$ cat config.mk
export PLATFORM = sky130hd
export DESIGN_NAME = fetch_issue_pipe
export DESIGN_NICKNAME = d
export VERILOG_FILES = /design/src/rtl/fetch_issue_pipe.sv
export SDC_FILE = /design/constraint.sdc
export NUM_CORES = 1
export LEC_CHECK = 0
export BUFFER_PORTS_ARGS = -buffer_cell sky130_fd_sc_hd__buf_2
export CELL_PAD_IN_SITES_DETAIL_PLACEMENT = 1
export CELL_PAD_IN_SITES_GLOBAL_PLACEMENT = 1
export CORE_MARGIN = 3
export CORE_UTILIZATION = 33
export DETAILED_ROUTE_END_ITERATION = 8
export PLACE_DENSITY = 0.78
export REMOVE_ABC_BUFFERS = 1
export SYNTH_ARGS = -nofsm -noshare
export SYNTH_HDL_FRONTEND = slang
export SYNTH_SLANG_ARGS = --single-unit
$ cat constraint.sdc
create_clock -name clk -period 1.7 [get_ports clk]
set_input_delay 0.425 -clock clk [delete_from_list [all_inputs] [get_ports clk]]
set_output_delay 0.425 -clock clk [all_outputs]
set_load 0.1 [all_outputs]
$ cat src/rtl/fetch_issue_pipe.sv
// Front-end pipeline controller: fetch PC, fetch->issue and issue->execute registers
// under stall/flush/redirect control. Optional stall-cycle counter: define STALL_CNT_EN.
module fetch_issue_pipe #(
    parameter logic [31:0] RESET_PC  = 32'h0000_0000,
    parameter logic [31:0] NOP_INSTR = 32'h0000_0000
) (
    input  logic        clk,
    input  logic        rst_n,
    input  logic        stall_fetch_i,
    input  logic        stall_iss_i,
    input  logic        flush_ex_i,
    input  logic        branch_taken_i,
    input  logic [31:0] branch_target_i,
    input  logic [31:0] instr_rdata_i,
    output logic [31:0] pc_fetch_o,
    output logic [31:0] instr_iss_o,
    output logic [31:0] pc_iss_o,
    output logic        valid_iss_o,
    output logic [31:0] instr_ex_o,
    output logic [31:0] pc_ex_o,
    output logic        valid_ex_o,
    output logic [4:0]  rs_ex_o,
    output logic [4:0]  rt_ex_o,
    output logic [4:0]  rd_ex_o,
    output logic [31:0] stall_cnt_o
);

    logic [31:0] r_pc;
    logic [31:0] r_instr_iss;
    logic [31:0] r_pc_iss;
    logic        r_valid_iss;
    logic [31:0] r_instr_ex;
    logic [31:0] r_pc_ex;
    logic        r_valid_ex;
    logic [4:0]  r_rs_ex;
    logic [4:0]  r_rt_ex;
    logic [4:0]  r_rd_ex;

    logic        w_stall_any;
    logic        w_hold_f;
    logic        w_bubble_ex;

    // An issue stall also freezes the PC so the fetched word is never lost.
    assign w_stall_any = stall_fetch_i | stall_iss_i;
    assign w_hold_f    = w_stall_any & ~branch_taken_i;
    assign w_bubble_ex = branch_taken_i | flush_ex_i | stall_iss_i;

    always_ff @(posedge clk or negedge rst_n) begin
        if (!rst_n) begin
            r_pc <= RESET_PC;
        end else if (branch_taken_i) begin
            r_pc <= {branch_target_i[31:2], 2'b00};
        end else if (!w_hold_f) begin
            r_pc <= r_pc + 32'd4;
        end
    end

    always_ff @(posedge clk or negedge rst_n) begin
        if (!rst_n) begin
            r_instr_iss <= NOP_INSTR;
            r_pc_iss    <= 32'h0;
            r_valid_iss <= 1'b0;
        end else if (branch_taken_i) begin
            r_instr_iss <= NOP_INSTR;
            r_pc_iss    <= 32'h0;
            r_valid_iss <= 1'b0;
        end else if (!stall_iss_i) begin
            r_instr_iss <= instr_rdata_i;
            r_pc_iss    <= r_pc;
            r_valid_iss <= 1'b1;
        end
    end

    // A held issue stage always bubbles execute, so nothing is issued twice.
    always_ff @(posedge clk or negedge rst_n) begin
        if (!rst_n) begin
            r_instr_ex <= NOP_INSTR;
            r_pc_ex    <= 32'h0;
            r_valid_ex <= 1'b0;
            r_rs_ex    <= 5'd0;
            r_rt_ex    <= 5'd0;
            r_rd_ex    <= 5'd0;
        end else if (w_bubble_ex) begin
            r_instr_ex <= NOP_INSTR;
            r_pc_ex    <= 32'h0;
            r_valid_ex <= 1'b0;
            r_rs_ex    <= 5'd0;
            r_rt_ex    <= 5'd0;
            r_rd_ex    <= 5'd0;
        end else begin
            r_instr_ex <= r_instr_iss;
            r_pc_ex    <= r_pc_iss;
            r_valid_ex <= r_valid_iss;
            r_rs_ex    <= r_instr_iss[25:21];
            r_rt_ex    <= r_instr_iss[20:16];
            r_rd_ex    <= r_instr_iss[15:11];
        end
    end

`ifdef STALL_CNT_EN
    logic [31:0] r_stall_cnt;

    always_ff @(posedge clk or negedge rst_n) begin
        if (!rst_n) begin
            r_stall_cnt <= 32'h0;
        end else if (w_hold_f && (r_stall_cnt != 32'hFFFF_FFFF)) begin
            r_stall_cnt <= r_stall_cnt + 32'd1;
        end
    end

    assign stall_cnt_o = r_stall_cnt;
`else
    assign stall_cnt_o = 32'h0;
`endif

    assign pc_fetch_o  = r_pc;
    assign instr_iss_o = r_instr_iss;
    assign pc_iss_o    = r_pc_iss;
    assign valid_iss_o = r_valid_iss;
    assign instr_ex_o  = r_instr_ex;
    assign pc_ex_o     = r_pc_ex;
    assign valid_ex_o  = r_valid_ex;
    assign rs_ex_o     = r_rs_ex;
    assign rt_ex_o     = r_rt_ex;
    assign rd_ex_o     = r_rd_ex;

endmodule

# Word-level counts from Yosys, hierarchy flattened
# Cells that the tools add are included.
dict set report op_classes {
  mux 14
  eq_ne 2
  bitwise_logic 5
  n_addsub 1
}
# op n
set op_table {}
lappend op_table {{$mux W32} 8}
lappend op_table {{$add A32 B3 Y32 const B} 1}
lappend op_table {{$mux W5} 3}
lappend op_table {{$mux W1} 3}
lappend op_table {{$or A1 B1 Y1} 3}
lappend op_table {{$ne A2 B1 Y1 const B} 1}
lappend op_table {{$ne A2 B2 Y1 const B} 1}
lappend op_table {{$and A1 B1 Y1} 1}
lappend op_table {{$not A1 Y1} 1}
dict set report totals {
  out_inout_bits 209
  in_bits 70
  word_cells 32
  reg_bits 177
}

# Depth between registers and ports, before layout
# Gate-level depths: netlist of the first run.
dict set report logic_depth {
  word_depth 4
  mapped_depth 6
  mapped_depth_nobuf 5
}

# Worst setup path before layout of the first run
# Ideal clock, no wire load.
dict set report synth_timing {
  kind {register to register}
  start {register r_pc[20], in the netlist pc_fetch_o[20]}
  end {register r_pc[30], in the netlist pc_fetch_o[30]}
  slack_ns -0.816
  t_required_ns 1.618
  stages_incl_launch_ff 5
  period_less_slack_ns 2.516
  path_buffers 0
  setup_ns 0.082
  arrival_ns 2.434
  path_cell_list {dfrtp_1 nand4_1 or4_1 or4_1 a31oi_1}
}
dict set report synth_between {
  elab_chain_len 3
}
# element line_no
set synth_lines {}
lappend synth_lines {{start: declaration} 28} ;# logic [31:0] r_pc;
lappend synth_lines {{start signal: assignment} 52} ;# r_pc <= {branch_target_i[31:2], 2'b00};
lappend synth_lines {{start signal: assignment} 54} ;# r_pc <= r_pc + 32'd4;
lappend synth_lines {{$add A32 B3 Y32} 54}
lappend synth_lines {{$mux W32} 53} ;# end else if (!w_hold_f) begin
lappend synth_lines {{$mux W32} 51} ;# end else if (branch_taken_i) begin
# Every way passes these cells. The select of a mux whose other input is x is not followed.
# A chain may end at the register's enable or synchronous reset.

# Final worst setup path of the first run
dict set report layout_timing {
  start {register r_pc[3], in the netlist pc_fetch_o[3]}
  end {register r_pc[14], in the netlist pc_fetch_o[14]}
}
# The elaborated chain is that of the path after synthesis.

==> impl_metrics.yaml, run 1 <==
global_route:
  grt_start_max_net_pins: 52
  antenna_found_initial: 1
  grt_usage_pct: 19.1
  grt_pass1_vias: 5953
  grt_pass1_wl_um: 33200
  gr-total-overflow: 0
layout:
  antennaDiodeCount: 0
  fin_nets: 965
  utilization_pct: 47.9
  area_delta_synth_final_pct: 42.1
  nFillCells: 2292
  drive_above_1_share_pct: 42.5
power:
  p_seq_share_pct: 36.8
  total_leakage_power_nw: 5.17
  p_per_area_mw_per_mm2: 1140
  p_total_mw: 11.1
  swShare_pct: 38.2
  intPower_mw: 6.83
  switchingPower_mw: 4.22
  vdd_drop_max_uv: 663
  clkPwrFrac_pct: 34.6
  share_comb_of_total_power_pct: 28.5
die:
  coreArea_mm2: 0.0203
  dieWidth_um: 150
  die_area_mm2: 0.0225
  num_io_pins: 279
  rows: 52
  start_util_pct: 33.7
  die-height_um: 150
timing:
  fin_skew_ps: 10.5
  rsz0062_at_grt: "yes"
  worst_slew_margin_rel_pct: 65.7
  fin_crit_sh_pct: 104
  fmax_mhz: 568
  tightest_slew_ps: 517
  final-max-slew-violation-count: 0
  fin_ws_ps: -59.6
  final-hold-violation-count: 0
  min_period_ps: 1760
  setup_violations: 3
placed_design:
  hpwl_um: 15900
  io_buffers: 242
  place_congestion: 0.836
  place_ws_ps: -168
detailed_routing:
  vias: 5677
  avgRoutedWirePerCell_um: 19.0
  drt_drc_violations_left: 0
  drt_iter0_markers: 221
  wl_um: 22400
  final_antenna_net_count: 0
  drt_first_pass_iters: 4
  via_per_inst: 4.83
clock_tree:
  cts.reportedPaths.clkPinSlew_ps: 60
  cts_tree: "built"
  clock-sinks: 158
  clockBufferDepth: 2
  htree_levels: 4
  cts_root_buf: "clkbuf_16"
  cts_buffers: 17
  clock_latency_ps: 420
synth:
  netlist-cell-type-count: 42
  yosysTopAreaCell: "dfrtp_1"
  synth-seq-area-share_pct: 57.8
  yosysWarnings: 0
  async_reset_ff_share_pct: 100
  netlist_area_mm2: 0.00684
  netlist_instances: 611
  synth_flop_cell: "dfrtp_1"
  yosysTopAreaCellShare_pct: 57.8
  synth_edf_count: 0
  syn_avg_cell_area_um2: 11.2
  synthTopCellsByArea: "dfrtp_1, mux2i_1, and2_1"
  ys_ff_latch: 158
worst_setup_path:
  critical_path_arrival_ps: 2120
  critPathRequiredTime_ps: 2060
  cpPeakStageDelay_ps: 510
  path_cells: "ha_2 > and4bb_2 > buf_6 > nand4_1 > or4_4 > nand3_2"
  cp-start-kind: "flop"
  path_class: "flop to flop"
  endpoint_kind: "flop"
  slowest_stage: "or4_4"
  cp_max_fo: 2
job:
  cap_viol_max_count: 0
status:
  violations: "setup timing"
  status: "finished with violations"
hold_path:
  worstHoldPathType: "input port to flop"
## cells in the mapped netlist, types with 2 or more instances
cell type,count
dfrtp_1,158
nor2_1,76
and2_1,67
mux2i_1,63
buf_4,52
nand2_1,27
clkbuf_1,20
nand4_1,15
nand3_1,14
o21ai_0,14
a31oi_1,9
o31ai_1,9
or4_1,9
buf_1,8
xor2_1,8
buf_2,6
o311ai_0,6
and4_1,5
inv_1,5
nor3_1,5
and3_1,4
a21oi_1,3
xnor2_1,3
a22oi_1,2
a311oi_1,2
and4bb_2,2
nor2b_1,2
nor3b_1,2
or2_2,2
## path summary, 6_finish.rpt
check | slack (ps) | endpoint | startpoint | cells after the start
max in group asynchronous | 650 | pc_fetch_o[10]$_DFFE_PN0N_ | rst_n | 3
min in group asynchronous | 460 | pc_ex_o[19]$_DFF_PN0_ | rst_n | 2
setup reg to reg | -60 | pc_fetch_o[14]$_DFFE_PN0N_ | pc_fetch_o[3]$_DFFE_PN0N_ | 6
hold / removal | 210 | pc_fetch_o[7]$_DFFE_PN0N_ | branch_target_i[7] | 3
setup / recovery | -60 | pc_fetch_o[14]$_DFFE_PN0N_ | pc_fetch_o[3]$_DFFE_PN0N_ | 6
hold reg to reg | 500 | rs_ex_o[3]$_DFF_PN0_ | instr_iss_o[24]$_DFFE_PN0P_ | 1
## area by class of cell
type	instances	area, µm²	share of cell area [%]
multi-input cells	394	2620	27.0
well taps	270	338	3.47
clock inverters	14	160	1.65
flip-flops and latches	158	3950	40.7
clock buffers	17	425	4.37
inverters	5	18.8	0.193
repair buffers	318	2210	22.7
## repair_timing
action	4_1_cts	5_1_grt
hold buffers	1	0
pin swaps	7	22
endpoints found under the setup margin	33	43
cloned	0	1
setup buffers	5	2
resized for setup	36	64
hold endpoints to repair	23	0
## cell families after synthesis
family,count (synthesis),share of synthesized area (%)
AO/OA/AOI/OAI,49,4.83
buffers and inverters,92,8.14
AND/OR/NAND/NOR,236,18.4
adder cells (fa/ha/maj),1,0.183
other,1,0.0548
XOR/XNOR,11,1.41
flip-flops,158,57.8
multiplexers,63,9.22
## layer usage
layer / track usage (%) / vias up / wire length, µm
met5: 0 / - / 12
met4: 5.81 / 2 / 201
met3: 5.09 / 19 / 1500
met2: 33.9 / 200 / 11800
met1: 22.5 / 2887 / 8850
li1: - / 2569 / -
## through the flow
| stage | hold WS [ps] | instance area, µm² | TNS (ps) | instances |
|---|---|---|---|---|
| finish | 212 | 9730 | -107 | 1176 |
| global route | 223 | 9730 | -672 | 1176 |
| CTS | 197 | 9490 | -58.8 | 1175 |
| detailed placement | 315 | 8760 | -1430 | 1138 |
| global placement | 318 | 8760 | -876 | 1138 |
| floorplan | 129 | 6430 | -97060 | 557 |
## critical path, delay by kind of cell, from the launching register on
kind,cells,cell delay (ps)
adders and majority gates,1,210
buffers and inverters,1,120
DFF,1,360
and+or+nand+nor,4,1000
## power by group through the flow
stage          registers (mW)  logic (mW)  clock network [mW]
2_1_floorplan            5.59       0.652                   0
3_3_place_gp             4.13        3.00                   0
3_5_place_dp             4.14        3.03                   0
4_1_cts                  4.07        3.10                3.95
5_1_grt                  4.10        3.29                4.12
6_report                 4.07        3.15                3.83
## sequential cells by signal (all words and copies together), names as in the netlist
| signal | flops |
|---|---|
| valid_iss_o | 1 |
| valid_ex_o | 1 |
| rd_ex_o | 4 |
| rs_ex_o | 4 |
| pc_fetch_o | 30 |
| pc_iss_o | 31 |
| instr_iss_o | 32 |
| instr_ex_o | 20 |
| rt_ex_o | 4 |
| pc_ex_o | 31 |
## cells in the final DEF (no fill, tap or decap), types with 3 or more instances in the layout
cell type and count:
buf_4 83, inv_1 5, clkinvlp_4 4, buf_2 184, inv_6 5, o21ai_0 13
conb_1 34, a31oi_1 7, dfrtp_1 158, o31ai_1 8, and2_1 66, o311ai_2 3
xor2_1 8, clkbuf_4 20, nand2_1 24, nor3_1 3, nand3_1 12, a21oi_1 3
and4_4 3, and3_1 3, nand4_1 15, clkbuf_16 17, nor2_1 75, clkinv_4 3
mux2i_1 63, buf_12 19, or4_4 7, buf_6 11, xnor2_1 3
(Power assumes the default switching activity.)
==> run 2, diff against run 1 <==
--- a/config.mk
+++ b/config.mk
@@ -5,14 +5,16 @@
 export SDC_FILE = /design/constraint.sdc
 export NUM_CORES = 1
 export LEC_CHECK = 0
+export ABC_AREA = 1
 export BUFFER_PORTS_ARGS = -buffer_cell sky130_fd_sc_hd__buf_2
 export CELL_PAD_IN_SITES_DETAIL_PLACEMENT = 1
 export CELL_PAD_IN_SITES_GLOBAL_PLACEMENT = 1
 export CORE_MARGIN = 3
-export CORE_UTILIZATION = 33
+export CORE_UTILIZATION = 31
 export DETAILED_ROUTE_END_ITERATION = 8
-export PLACE_DENSITY = 0.78
+export PLACE_DENSITY = 0.77
 export REMOVE_ABC_BUFFERS = 1
+export SETUP_SLACK_MARGIN = 0.02
 export SYNTH_ARGS = -nofsm -noshare
 export SYNTH_HDL_FRONTEND = slang
 export SYNTH_SLANG_ARGS = --single-unit
==> impl_metrics.yaml, run 2 <==
timing:
  fin_ws_ps: 30.4
  final-max-slew-violation-count: 0
  final-hold-violation-count: 0
  rsz0062_at_grt: "yes"
  fin_skew_ps: 15.3
  fin_crit_sh_pct: 98.2
  setup_violations: 0
  fmax_mhz: 599
  worst_slew_margin_rel_pct: 65.8
  holdWs_ps: 209
  min_period_ps: 1670
  tightest_slew_ps: 517
layout:
  final_cell_mix: "buf_2, nand2_1, dfrtp_1, nor2_1, inv_1"
  utilization_pct: 43.0
  nFillCells: 2622
  final_cell_area_mm2: 0.00944
  fin_nets: 1140
  area_delta_synth_final_pct: 35.4
  antennaDiodeCount: 0
  largest_reg_flops: 32
  drive_above_1_share_pct: 31.9
  final_common_cell: "buf_2"
worst_setup_path:
  path_class: "flop to output port"
  critical_path_arrival_ps: 1240
  r2r_slack_ps: 120
  r2r_start: "pc_fetch_o[7]$_DFFE_PN0N_"
  critPathRequiredTime_ps: 1270
  cp_max_fo: 3
  rr_endpoint: "pc_fetch_o[9]$_DFFE_PN0N_"
  cp-start-kind: "flop"
  reg2reg_depth: 8
  endpoint_kind: "output port"
clock_tree:
  htree_levels: 4
  clock-sinks: 158
  clockBufferDepth: 2
  cts_root_buf: "clkbuf_16"
  clock_latency_ps: 430
  cts_buffers: 17
  cts_tree: "built"
  cts.reportedPaths.clkPinSlew_ps: 70
placed_design:
  placed_area_mm2: 0.00851
  place_ws_ps: -12.5
  place_congestion: 0.805
  io_buffers: 242
  hpwl_um: 16900
synth:
  yosysWarnings: 0
  netlist_top_cells_count: "nand2_1, dfrtp_1, nor2_1"
  syn_avg_cell_area_um2: 8.52
  synth_most_common_cell: "nand2_1"
  ys_ff_latch: 158
  yosysTopAreaCellShare_pct: 56.7
  synth_flop_cell: "dfrtp_1"
  synth_edf_count: 0
  netlist-cell-type-count: 29
  synth-seq-area-share_pct: 56.7
  yosysTopAreaCell: "dfrtp_1"
  netlist_area_mm2: 0.00697
  synthTopCellsByArea: "dfrtp_1, nand2_1, nor2_1"
  netlist_instances: 818
  async_reset_ff_share_pct: 100
power:
  p_per_area_mw_per_mm2: 1240
  p_total_mw: 11.7
  vdd_drop_max_uv: 619
  total_leakage_power_nw: 5.04
hold_path:
  worstHoldPathType: "input port to flop"
  worstHoldStart: "instr_rdata_i[16]"
  hold_path_end: "instr_iss_o[16]$_DFFE_PN0P_"
  hold_path_depth: 3
die:
  die_area_mm2: 0.0243
  die-height_um: 156
  rows: 54
  coreArea_mm2: 0.0220
  dieWidth_um: 156
  num_io_pins: 279
  start_util_pct: 31.7
detailed_routing:
  final_antenna_net_count: 0
  drt_first_pass_iters: 5
  avgRoutedWirePerCell_um: 17.0
  drt_iter0_markers: 205
  wl_um: 23200
  via_per_inst: 4.61
  drt_drc_violations_left: 0
  vias: 6270
global_route:
  grt_start_max_net_pins: 59
  grt_pass1_wl_um: 35800
  antenna_found_initial: 0
  grt_pass1_vias: 6524
  gr-total-overflow: 0
  grt_usage_pct: 18.8
status:
  status: "complete, no violations"
job:
  cap_viol_max_count: 0
run 2: power by group:
| group | switching (mW) | total (mW) | internal, mW |
|---|---|---|---|
| logic | 2.86 | 3.53 | 0.675 |
| clock network | 1.72 | 3.93 | 2.21 |
| registers | 0.216 | 4.20 | 3.98 |
| total | 4.79 | 11.7 | 6.87 |
run 2: worst max path at each step:
| stage | slack [ps] | end | from | depth (start not counted) |
|---|---|---|---|---|
| after floorplan | -560 | pc_fetch_o[26]$_DFFE_PN0N_ | pc_fetch_o[3]$_DFFE_PN0N_ | 10 |
| after global placement | 60 | pc_fetch_o[26]$_DFFE_PN0N_ | pc_fetch_o[3]$_DFFE_PN0N_ | 10 |
| after detailed placement | -10 | pc_fetch_o[22]$_DFFE_PN0N_ | pc_fetch_o[3]$_DFFE_PN0N_ | 10 |
| after CTS | 20 | pc_iss_o[10] | pc_iss_o[10]$_DFFE_PN0P_ | 1 |
| after global routing | -10 | pc_fetch_o[3] | pc_fetch_o[3]$_DFFE_PN0N_ | 3 |
| final | 30 | pc_fetch_o[3] | pc_fetch_o[3]$_DFFE_PN0N_ | 3 |
run 2: what timing repair did:
item,4_1_cts,5_1_grt
hold buffers,1,0
setup endpoints to repair,36,60
buffers inserted,0,4
pin swaps,0,8
gates cloned,0,0
gates resized for setup,37,72
endpoints found under the hold margin,23,0
run 2: final cells by class:
type / instances / area (µm²) / share of cell area, %
repair buffers: 282 / 1890 / 20.0
multi-input cells: 496 / 2210 / 23.4
inverters: 114 / 430 / 4.56
clock inverters: 14 / 173 / 1.83
clock buffers: 17 / 425 / 4.51
flip-flops and latches: 158 / 3960 / 41.9
well taps: 280 / 350 / 3.71
run 2: critical path: stages (launching register included):
cell     delay [ps]
dfrtp_1         420
buf_6           140
buf_6           110
buf_12          150
run 2: kinds of logic (layout without fill, tap and decap cells):
group,count (synthesis),after routing,synth area share (%)
AOI/OAI and AO/OA,114,114,8.85
adders and majority gates,1,1,0.179
buffers and inverters,197,427,14.3
DFF,158,158,56.7
other,1,34,0.0538
and+or+nand+nor,347,347,19.9
run 2: per-stage QoR:
step	cells	TNS, ps
detailed placement	1325	-19.1
finish	1361	0
global route	1361	-9.71
floorplan	768	-73470
global placement	1325	0
CTS	1357	0
run 2: per-layer routing:
layer | global-route usage, % | part of all wire, % | vias up | wire (µm)
li1 | - | - | 2949 | -
met1 | 23.2 | 43 | 3087 | 9920
met2 | 32.9 | 50 | 212 | 11500
met3 | 4.38 | 6.1 | 22 | 1420
met4 | 5.38 | 1.5 | 0 | 358
met5 | 0 | 0 | - | 0
==> run 3, diff against run 2 <==
--- a/config.mk
+++ b/config.mk
@@ -7,12 +7,13 @@
 export LEC_CHECK = 0
 export ABC_AREA = 1
 export BUFFER_PORTS_ARGS = -buffer_cell sky130_fd_sc_hd__buf_2
+export CAP_MARGIN = 20
 export CELL_PAD_IN_SITES_DETAIL_PLACEMENT = 1
 export CELL_PAD_IN_SITES_GLOBAL_PLACEMENT = 1
-export CORE_MARGIN = 3
 export CORE_UTILIZATION = 31
 export DETAILED_ROUTE_END_ITERATION = 8
 export PLACE_DENSITY = 0.77
+export RECOVER_POWER = 50
 export REMOVE_ABC_BUFFERS = 1
 export SETUP_SLACK_MARGIN = 0.02
 export SYNTH_ARGS = -nofsm -noshare
==> impl_metrics.yaml, run 3 (synthesized netlist as in run 2, its figures left out) <==
detailed_routing:
  drt_first_pass_iters: 7
  vias: 6184
  drt_iter0_markers: 321
  wl_um: 22400
  final_antenna_net_count: 0
  via_per_inst: 4.54
  drt_drc_violations_left: 111
  avgRoutedWirePerCell_um: 16.4
job:
  cap_viol_max_count: 0
worst_setup_path:
  critPathRequiredTime_ps: 1270
  path_cells: "buf_6 > buf_4 > buf_12"
  reg2reg_depth: 11
  slowest_stage: "dfrtp_1"
  endpoint_kind: "output port"
  path_class: "flop to output port"
  cp_max_fo: 3
  r2r_slack_ps: 60
  critical_path_arrival_ps: 1290
  rr_endpoint: "pc_fetch_o[20]$_DFFE_PN0N_"
  cp_num_buf_inv: 3
  cpPeakStageDelay_ps: 430
  cp-start-kind: "flop"
  r2r_start: "pc_fetch_o[3]$_DFFE_PN0N_"
  path_delay_family: "buffers and inverters"
die:
  rows: 54
  die_area_mm2: 0.0231
  start_util_pct: 31.7
  num_io_pins: 279
  dieWidth_um: 152
  coreArea_mm2: 0.0220
  die-height_um: 152
timing:
  worst_slew_margin_rel_pct: 47.0
  final-hold-violation-count: 0
  rsz0062_at_grt: "yes"
  fin_crit_sh_pct: 101
  final-max-slew-violation-count: 0
  holdWs_ps: 199
  tightest_slew_ps: 794
  fin_ws_ps: -18.2
  min_period_ps: 1720
  fmax_mhz: 582
  setup_violations: 1
  fin_skew_ps: 8.15
  finalSetupTns_ps: -18.2
hold_path:
  hold_path_end: "instr_iss_o[22]$_DFFE_PN0P_"
  hold_path_depth: 3
  worstHoldStart: "instr_rdata_i[22]"
  worstHoldPathType: "input port to flop"
power:
  total_leakage_power_nw: 4.99
  p_total_mw: 11.5
  p_per_area_mw_per_mm2: 1230
  vdd_drop_max_uv: 562
placed_design:
  place_congestion: 0.776
  io_buffers: 242
  hpwl_um: 16000
  placedCellCount: 1323
  place_ws_ps: -1.63
  placed_area_mm2: 0.00849
global_route:
  grt_usage_pct: 19.8
  grt_pass1_wl_um: 35600
  antenna_found_initial: 5
  gr-total-overflow: 0
  grt_pass1_vias: 6559
  grt_start_max_net_pins: 58
layout:
  drive_above_1_share_pct: 31.0
  final_cell_area_mm2: 0.00931
  largest_reg_flops: 32
  final_cell_mix: "buf_2, nand2_1, dfrtp_1, nor2_1, inv_1"
  area_delta_synth_final_pct: 33.6
  utilization_pct: 42.4
  final_cells: 1363
  nFillCells: 2648
  fin_nets: 1136
  final_common_cell: "buf_2"
clock_tree:
  clockBufferDepth: 2
  clock_latency_ps: 430
  cts_buffers: 17
  htree_levels: 4
  cts_root_buf: "clkbuf_16"
  cts_tree: "built"
  clock-sinks: 158
  cts.reportedPaths.clkPinSlew_ps: 70
status:
  status: "finished with violations"
  violations: "DRC, setup timing"
[run 3: how the worst max path moves through the flow]
stage,slack [ps],startpoint,cells after the start,end
floorplan,-560,pc_fetch_o[3]$_DFFE_PN0N_,10,pc_fetch_o[26]$_DFFE_PN0N_
global placement,30,pc_fetch_o[3]$_DFFE_PN0N_,10,pc_fetch_o[22]$_DFFE_PN0N_
detailed placement,-2,pc_fetch_o[3]$_DFFE_PN0N_,10,pc_fetch_o[26]$_DFFE_PN0N_
CTS,-10,instr_ex_o[25]$_DFF_PN0_,1,instr_ex_o[25]
global route,-50,pc_fetch_o[3]$_DFFE_PN0N_,3,pc_fetch_o[3]
finish,-20,pc_fetch_o[3]$_DFFE_PN0N_,3,pc_fetch_o[3]
[run 3: where the power goes]
part | total [mW] | switching [mW] | internal [mW]
clock | 3.79 | 1.82 | 1.96
combinational | 3.50 | 2.85 | 0.647
sequential | 4.20 | 0.214 | 3.98
[run 3: per-layer routing]
metal	GRT usage [%]	share of wire, %
met1	23.5	41
met2	34.3	50
met3	4.82	5.7
met4	8.55	3.0
met5	0	0
[run 3: layout make-up]
class                   count  area (µm²)  share of cell area (%)
multi-input cells         496        2210                    23.8
diodes                      5        12.5                   0.134
flip-flops and latches    158        3960                    42.5
repair buffers            278        1770                    19.0
inverters                 114         430                    4.62
well taps                 280         350                    3.76
clock buffers              18         429                    4.61
clock inverters            14         148                    1.59
[run 3: worst min-delay path, stage by stage]
cell and delay [ps]:
buf_2 70, nand2_1 40, o21ai_0 50
[run 3: what timing repair did]
item,4_1_cts,5_1_grt
endpoints found under the setup margin,41,56
pin swaps,0,5
resized for setup,39,66
hold endpoints to repair,14,0
hold buffers,1,0
buffers inserted,0,2
